`config.mk`:
```
export PLATFORM = sky130hd
export DESIGN_NAME = pc_gen
export DESIGN_NICKNAME = d
export VERILOG_FILES = /design/src/rtl/pc_gen.sv
export SDC_FILE = /design/constraint.sdc
export NUM_CORES = 1
export LEC_CHECK = 0
export CAP_MARGIN = 10
export CORE_AREA = 2 2 80 101
export DETAILED_ROUTE_END_ITERATION = 6
export DIE_AREA = 0 0 82 103
export PLACE_DENSITY_LB_ADDON = 0.3
export RECOVER_POWER = 100
export SYNTH_ARGS = -nofsm -noshare
export SYNTH_HDL_FRONTEND = slang
export SYNTH_SLANG_ARGS = --single-unit
```
`constraint.sdc`:
```
create_clock -name clk -period 2.9 [get_ports clk]
set_input_delay 0.435 -clock clk [delete_from_list [all_inputs] [get_ports clk]]
set_output_delay 0.435 -clock clk [all_outputs]
set_load 0.03 [all_outputs]
```
`src/rtl/pc_gen.sv`:
```
// rtl/pc_gen.sv - program-counter generator for the instruction fetch stage
// Issues one fetch address per cycle, redirects on jumps, defers jumps during stalls.
module pc_gen #(
  parameter int            AW       = 32,
  parameter logic [AW-1:0] RESET_PC = '0,
  parameter int            INC      = 4
) (
  input  logic          clk,
  input  logic          rst,
  input  logic          i_jump_valid,
  input  logic [AW-1:0] i_jump_pc,
  input  logic          i_holding,
  input  logic          i_halt_req,
  output logic          o_pc_valid,
  output logic [AW-1:0] o_pc,
  output logic          o_jump_err,
  output logic          o_halted
);

  localparam logic [1:0] BOOT = 2'd0;
  localparam logic [1:0] RUN  = 2'd1;
  localparam logic [1:0] PEND = 2'd2;
  localparam logic [1:0] HALT = 2'd3;

  localparam logic [AW-1:0] INC_V = AW'(INC);

  logic [1:0]    state;
  logic [AW-1:0] pend_pc;
  logic          misaligned;

  // Alignment is always judged on the low two bits, whatever INC is.
  assign misaligned = i_jump_valid && (i_jump_pc[1:0] != 2'b00);

  assign o_pc_valid = (state == RUN) || (state == PEND);
  assign o_halted   = (state == HALT);

  always_ff @(posedge clk) begin
    if (rst) begin
      state      <= BOOT;
      o_pc       <= RESET_PC;
      o_jump_err <= 1'b0;
      pend_pc    <= '0;
    end else begin
      case (state)
        BOOT: state <= RUN;
        RUN: begin
          if (misaligned) begin
            o_jump_err <= 1'b1;
            state      <= HALT;
          end else if (i_jump_valid && !i_holding) begin
            o_pc <= i_jump_pc;
          end else if (i_jump_valid) begin
            pend_pc <= i_jump_pc;
            state   <= PEND;
          end else if (i_halt_req && !i_holding) begin
            state <= HALT;
          end else if (!i_holding) begin
            o_pc <= o_pc + INC_V;
          end
        end
        PEND: begin
          // o_pc stays put until the outstanding fetch completes; newest jump wins.
          if (misaligned) begin
            o_jump_err <= 1'b1;
            state      <= HALT;
          end else if (!i_holding) begin
            o_pc  <= i_jump_valid ? i_jump_pc : pend_pc;
            state <= RUN;
          end else if (i_jump_valid) begin
            pend_pc <= i_jump_pc;
          end
        end
        HALT: state <= HALT;
        default: state <= HALT;
      endcase
    end
  end

endmodule

```
Yosys cells after proc, flatten, opt, wreduce, memory -nomap -nowiden. Cells that the tools add are included.

Word-level logic and storage cells: 53. Flip-flop bits (word level): 67. Output and inout bits: 35. Bits of input ports: 37.

Add/subtract/negate cells: 1. Mux-type cells: 21. Eq/ne operators: 14. Reduce and logical (&&, ||, !) cells: 13.

Operator list (number): $mux W32 (12); $pmux W32 S2 (2); $add A32 B3 Y32 const B (1); $mux W2 (6); $ne A2 B2 Y1 const B (5); $ne A3 B3 Y1 const B (3); $pmux W2 S4 (1); $reduce_and A7 Y1 (1); $ne A3 B2 Y1 const B (2); $reduce_and A5 Y1 (1); $eq A2 B2 Y1 const B (2); $ne A4 B3 Y1 const B (1); $reduce_bool A2 Y1 (2); $logic_and A1 B1 Y1 (3); $reduce_and A3 Y1 (1); $eq A2 B1 Y1 const B (1); $logic_not A2 Y1 (1); $reduce_and A2 Y1 (1); $reduce_or A2 Y1 (1); $logic_not A1 Y1 (1); $logic_or A1 B1 Y1 (1).

Longest topological paths before layout. Gate-level depths: netlist (run 1).

Depth in word-level cells: 7. Depth in mapped cells: 9. Depth with buffers taken out: 7.

Worst setup path before layout (run 1). No wires, ideal clock.

Path type: reg-to-reg. Start point: reg o_pc[2]. End point: reg o_pc[22]. Period minus slack after synthesis: 2279 ps. Path slack: 621 ps. Stages on the path, launching flop included: 7. Path buffers: 0. Data required time: 2762 ps. Setup time: 138 ps. Data arrival time: 2141 ps. Cells stage by stage: dfxtp_1 -> ha_1 -> nand2_1 -> or3_1 -> or4_1 -> o221ai_1 -> o22ai_1.

Longest elaborated chain between the ends: 7.

Ends and longest elaborated chain: from (decl) (RTL line 15) `output logic [AW-1:0] o_pc,`; from (signal assigned) (RTL line 51) `o_pc <= i_jump_pc;`; from (signal assigned) (RTL line 58) `o_pc <= o_pc + INC_V;`; from (signal assigned) (RTL line 67) `o_pc <= i_jump_valid ? i_jump_pc : pend_pc;`; $add A32 B3 Y32 (RTL line 58); $mux W32 (RTL line 57) `end else if (!i_holding) begin`; $mux W32 (RTL line 55) `end else if (i_halt_req && !i_holding) begin`; $mux W32 (RTL line 52) `end else if (i_jump_valid) begin`; $mux W32 (RTL line 50) `end else if (i_jump_valid && !i_holding) begin`; $mux W32 (RTL line 47) `if (misaligned) begin`; $pmux W32 S2 (RTL line 44) `case (state)`.

Every way passes these cells. The select of a mux whose other input is x is not followed. A chain may end at the register's enable or synchronous reset.

Worst setup path in the final report (run 1).
Start point: reg state[0]. End point: reg state[1].

Longest elaborated chain between the ends: 3. Elaborated cells on any way between the ends: 9. Those cells by class: eq/ne: 6; mux: 1; reduce/logical: 2.

Ends and longest elaborated chain: from (decl) (RTL line 27) `logic [1:0] state;`; from (signal assigned) (RTL line 39) `state <= BOOT;`; from (signal assigned) (RTL line 45) `BOOT: state <= RUN;`; from (signal assigned) (RTL line 49) `state <= HALT;`; $eq A2 B1 Y1 or $eq A2 B2 Y1 (tied branches) (RTL line 44); $ne A4 B3 Y1 (no source line) or $ne A3 B3 Y1 (tied branches); $reduce_and A3 Y1 (no source line).

Several ways; a longest one is shown, not always the timed one.

==> results of run 1 <==
==> layer usage <==
metal	share of wire [%]	routed length, um	global-route usage (%)
met5	0	0	0
met3	5.8	644	5.779
met1	42	4711	34.76
met4	2.1	235	9.231
met2	50	5506	44.97
==> kinds of logic after synthesis <==
kind of cell	count (synthesis)	share of synthesized area, %
and+or+nand+nor	200	23.87
DFF	67	34.49
buffers and inverters	42	4.858
adders and majority gates	5	1.609
AOI/OAI and AO/OA	156	25.35
muxes	37	9.813
==> power by group through the flow <==
stage / registers [W] / logic [W] / clock network (W)
after floorplan: 0.00172 / 0.00128 / 0
after global placement: 0.00149 / 0.00229 / 0
after detailed placement: 0.00150 / 0.00235 / 0
after CTS: 0.00148 / 0.00236 / 0.000727
after global routing: 0.00152 / 0.00249 / 0.000772
final: 0.00148 / 0.00228 / 0.000717
==> cell usage in the layout (no fill, tap or decap), types with 9 or more instances in the layout <==
cell type / count
nand2_1: 95
a21oi_1: 67
dfxtp_1: 67
nor2_1: 37
dlygate4sd3_1: 36
clkdlybuf4s50_1: 33
mux2i_1: 28
nor3_1: 17
o21ai_0: 17
buf_4: 15
o22ai_1: 14
a211oi_1: 12
clkbuf_8: 11
nand3_1: 10
mux2_2: 9
==> metrics by stage <==
step / utilization [%] / cell area (um2) / power [W] / setup slack [ps] / hold slack [ps]
4_1_cts: 64.37 / 4871 / 0.004565 / 525.0 / 455.3
6_report: 64.22 / 4860 / 0.004485 / 480.3 / 454.9
5_1_grt: 64.22 / 4860 / 0.004777 / 263.0 / 471.5
3_3_place_gp: 62.00 / 4692 / 0.003782 / 635.3 / 438.9
2_1_floorplan: - / 3889 / 0.002999 / 621.3 / 433.8
3_5_place_dp: 62.00 / 4692 / 0.003845 / 525.4 / 446.0
==> cells in the mapped netlist (6+ instances only) <==
master	count	share of area, %
buf_2	6	0.77
nor2_1	38	3.7
dfxtp_1	67	34
mux2_2	9	2.6
o22ai_1	14	2.3
nand4_1	6	0.97
clkbuf_1	22	2.1
nand3_1	10	1.3
a211oi_1	12	2.3
or3_1	7	1.1
nor3_1	17	2.2
o221ai_1	6	1.4
a21oi_1	67	8.6
nand2_1	95	9.2
mux2i_1	28	7.2
o21ai_0	16	2.1
==> state kept, by name, indices dropped and copies added, names as in the netlist <==
| signal | flops |
|---|---|
| state | 2 |
| pend_pc | 32 |
| o_jump_err | 1 |
| o_pc | 32 |
==> worst max-delay path by stage <==
stage               cells after the start    endpoint  slack, ps      start
finish                                  7    state[1]        480   state[0]
global placement                        7    o_pc[29]        640  i_holding
detailed placement                      7    o_pc[31]        530  i_holding
CTS                                     3  o_pc_valid        520   state[0]
global route                            7    state[1]        260   state[0]
floorplan                               6    o_pc[22]        620    o_pc[2]
==> worst min-delay path: stages (launching register included) <==
cell     delay, ps
dfxtp_1        310
nand2_1         50
a21oi_1         50
==> area by class of cell <==
type,count,area (um2)
fillers,674,2708
repair buffers,89,840.8
clock inverters,5,27.53
flip-flops and latches,67,1341
well taps,95,118.9
multi-input cells,398,2357
inverters,6,22.52
clock buffers,11,151.4
==> impl_metrics.ini, run 1 <==
[status]
outcome = finished, final reports clean

[critical_path]
r2r-end = state[1]
cp_slowest_cell = clkbuf_1
reg2reg_from = state[0]
critical_path_buf_inv_count = 2
path_delay_family = simple AND/OR/NAND/NOR gates
startpoint_type = flop
r2r_cells = 7
path_class = reg2reg
crit_fanout = 12
path_cells = inv_1, ha_1, clkbuf_1, a21oi_1, or3_1, and4b_1, nor3_1
crit_arrival_ps = 2690
critPathMaxStageDelay_ps = 590
endpoint_kind = flop
rrSetupSlack_ps = 480
worstPathRequired_ps = 3180

[clock_tree]
clock_tree.root_cell = clkbuf_8
postCtsSetupBuffers = 0
cts_buffers = 9
htree_levels = 3
clock_latency_ps = 350
cts_hold_buf = 0
post_cts_resized = 0
clock-sinks = 67
cts_tree = yes
clkTransAtPathRegs_ps = 70
max-clock-path-buffers = 2

[route]
drc = 0
ant_nets = 0
dr.pass1.iters = 5
drt_iter0_drc = 405
via_per_inst = 6.130
routed_wl_mm = 11.10
avgRoutedWirePerCell_um = 16.54
vias = 4113

[timing]
fin_skew_ps = 8.498
hold_viol_final = 0
worstMarginPinSlew_ps = 715.2
fmax_ghz = 0.4133
setup_violations = 0
max_slew_margin_pct = 52.32
slew_violations = 0
rsz0062_at_grt = no
period_needed_ps = 2420
fin_crit_sh_pct = 83.44
tns_ps = 0

[logic_synthesis]
synth_edf_count = 0
syn_area_um2 = 3889
synth-warning-count = 0
ys_ff_latch = 67
synth_cell_types = 59
ys_seq_area_share_pct = 34.49
ys.flop_type = dfxtp_1
synthCells = 507
ys_async_sr_fraction_pct = 0
synth_nets = 549
syn_avg_cell_area_um2 = 7.670

[floorplan]
rows = 36
die_y_um = 103
die_x_um = 82
die_area_um2 = 8446
ios = 72
core_region_area_um2 = 7567
floorplan.initialDensity_pct = 51.39

[cells_and_area]
area_growth_pct = 24.97
fin_nets = 613
fin_cells = 671
drive_above_1_share_pct = 9.722
num_antenna_cells = 0

[placed_design]
gp_congestion = 0.9120
dp_hpwl_mm = 7.672
place_inst = 655
portBuffers = 71

[grt]
grt_pass1_vias = 3652
antenna_found_initial = 0
grt_max_degree = 46
grt_util_all_layers_pct = 27.12
grt_first_pass_wirelength_mm = 17.76
grt-ovfl-total = 0

[power_and_ir_drop]
p_leak_nw = 1.830
pwr-share-seq_pct = 33.1
power_frac_comb_pct = 50.9
intPower_w = 0.002417
p_clk_share_pct = 16.0
switching_share_pct = 46.12
vdd_drop_max_uv = 610.0
p_sw_w = 0.002068
p_per_area_nw_per_um2 = 922.9

[run]
drv_cap = 0

[hold_path]
hold_depth = 2
hold_path_end = pend_pc[31]
min-delay-start = pend_pc[31]
hp-class = reg2reg
Power figures use the tool's default switching activity.
==> run 2, diff against run 1 <==
- CORE_AREA: 2 2 80 101 -> 2 2 84 106
- DIE_AREA: 0 0 82 103 -> 0 0 86 108
- clock period: 2.9 -> 2 ns (I/O delays scaled with it)
==> run 2 against run 1 <==
Net effect:
- global-route usage shrank 0.80 points
- hold slack worse by 0.91 ps
- first-iteration DRC count fell by 23%
- setup slack got worse by 410 ps
- critical path type is now in2reg
- final area up 9.0%
- utilization increased by 0.43 points
- total power grew 56%
- critical path depth is 1 higher
- via count rose by 4.8%
==> impl_metrics.ini, run 2 (synthesis results as in run 1) <==
[timing]
fin_ws_ps = 74.36
fin_crit_sh_pct = 96.28
setup_violations = 0
fmax_ghz = 0.5193
worstMarginPinSlew_ps = 594.9
fin_skew_ps = 7.959
slew_violations = 0
hold_viol_final = 0
max_slew_margin_pct = 60.34
period_needed_ps = 1926

[clock_tree]
clock_latency_ps = 360
clock-sinks = 67
cts_tree = yes
cts_buffers = 9
clock_tree.root_cell = clkbuf_8
htree_levels = 3
cts_hold_buf = 0
max-clock-path-buffers = 2
clkTransAtPathRegs_ps = 70

[route]
dr.pass1.iters = 5
via_per_inst = 6.035
routed_wl_mm = 12.28
ant_nets = 0
drc = 0
vias = 4309
drt_iter0_drc = 312
avgRoutedWirePerCell_um = 17.19

[placed_design]
place_inst = 696
gp_congestion = 0.9371
pre_cts_ws_ps = -287.0
portBuffers = 71
dp_hpwl_mm = 8.741

[cells_and_area]
multi_input_area_um2 = 2435
fin_cells = 714
fillers = 736
reg_top3 = o_pc: 32 flops, pend_pc: 32 flops, state: 2 flops
num_antenna_cells = 0
final_cell_mix = 95 x nand2_1, 67 x a21oi_1, 53 x dfxtp_1
regArea_um2 = 1371
area_growth_pct = 36.23
drive_above_1_share_pct = 19.77
layout_commonest_cell = nand2_1
fin_nets = 655

[critical_path]
crit_fanout = 17
reg2reg_from = o_pc[2]
worstPathRequired_ps = 2250
endpoint_kind = flop
path_delay_family = buffers and inverters
crit_arrival_ps = 2180
rrSetupSlack_ps = 80
path_cells = clkdlybuf4s50_1, nor2b_1, clkbuf_4, nor2_1, buf_2, nand2_1, o221ai_1, a211oi_1
critical_path_buf_inv_count = 3
path_class = in2reg
r2r-end = o_pc[22]
r2r_cells = 6
cp_slowest_cell = clkdlybuf4s50_1
critPathMaxStageDelay_ps = 490
startpoint_type = primary input

[power_and_ir_drop]
p_leak_nw = 2.053
pwr-share-seq_pct = 30.0
switching_share_pct = 44.99
power_frac_comb_pct = 55.8
p_sw_w = 0.003146
p_clk_share_pct = 14.2
intPower_w = 0.003846
p_per_area_nw_per_um2 = 1320
vdd_drop_max_uv = 1085

[grt]
grt_first_pass_wirelength_mm = 19.58
grt_pass1_vias = 4083
grt-ovfl-total = 0
grt_max_degree = 31
antenna_found_initial = 0
grt_util_all_layers_pct = 26.32

[floorplan]
ios = 72
die_x_um = 86
die_y_um = 108
rows = 37
die_area_um2 = 9288
floorplan.initialDensity_pct = 47.46
core_region_area_um2 = 8194

[hold_path]
hold_depth = 2
hold_path_end = pend_pc[30]
hp-class = reg2reg
min-delay-start = pend_pc[30]

[status]
outcome = finished, final reports clean

[run]
drv_cap = 0
-- run 2: tightest hold or removal path, cell delays in order, from the launching register on --
cell,delay [ps]
dfxtp_1,310
nand2_1,50
a21oi_1,50
-- run 2: what timing repair did --
item	CTS	global route
setup buffers	0	2
gates cloned	0	1
pin swaps	0	5
setup endpoints to repair	10	13
resized for setup	3	16
-- run 2: worst max path at each step --
stage,startpoint,to,slack (ps),depth (start not counted)
CTS,state[1],o_pc_valid,10,3
detailed placement,i_holding,o_pc[19],-290,7
finish,i_holding,o_pc[10],70,8
global route,o_pc[12],o_pc[31],-9,5
global placement,i_holding,o_pc[19],-160,7
floorplan,o_pc[13],o_pc[25],3,6
-- run 2: final cells by class --
cell class                 count  share of cell area (%)
timing repair buffer         130                   22.41
multi-input combinational    399                   45.96
clock buffer                  12                   2.740
tap                           97                   2.291
sequential                    67                   25.89
clock inverter                 3                  0.2834
inverter                       6                  0.4251
-- run 2: metal layers --
layer | wire length, um | up-vias | part of all wire (%) | global-route usage [%]
met5 | 0 | - | 0 | 0
met4 | 278 | 0 | 2.3 | 11.34
met3 | 605 | 21 | 4.9 | 3.588
met2 | 6168 | 130 | 50 | 44.19
met1 | 5223 | 2083 | 43 | 33.60
li1 | - | 2075 | - | -
-- run 2: metrics by stage --
stage / total power, W / setup TNS, ps / util, % / hold WS [ps] / instance area [um2]
2_1_floorplan: 0.004403 / 0 / - / 433.8 / 3938
5_1_grt: 0.007410 / -9.371 / 64.65 / 478.3 / 5298
4_1_cts: 0.007030 / 0 / 63.89 / 456.7 / 5235
3_3_place_gp: 0.005942 / -1944 / 61.92 / 439.0 / 5074
3_5_place_dp: 0.006047 / -4569 / 61.92 / 446.7 / 5074
6_report: 0.006992 / 0 / 64.65 / 454.0 / 5298
-- run 2: power by group through the flow --
| stage | Clock [W] | Sequential (W) | Combinational, W |
|---|---|---|---|
| 2_1_floorplan | 0 | 0.00254 | 0.00186 |
| 3_3_place_gp | 0 | 0.00210 | 0.00385 |
| 3_5_place_dp | 0 | 0.00211 | 0.00393 |
| 4_1_cts | 0.00100 | 0.00209 | 0.00394 |
| 5_1_grt | 0.00106 | 0.00214 | 0.00421 |
| 6_report | 0.000996 | 0.00210 | 0.00390 |
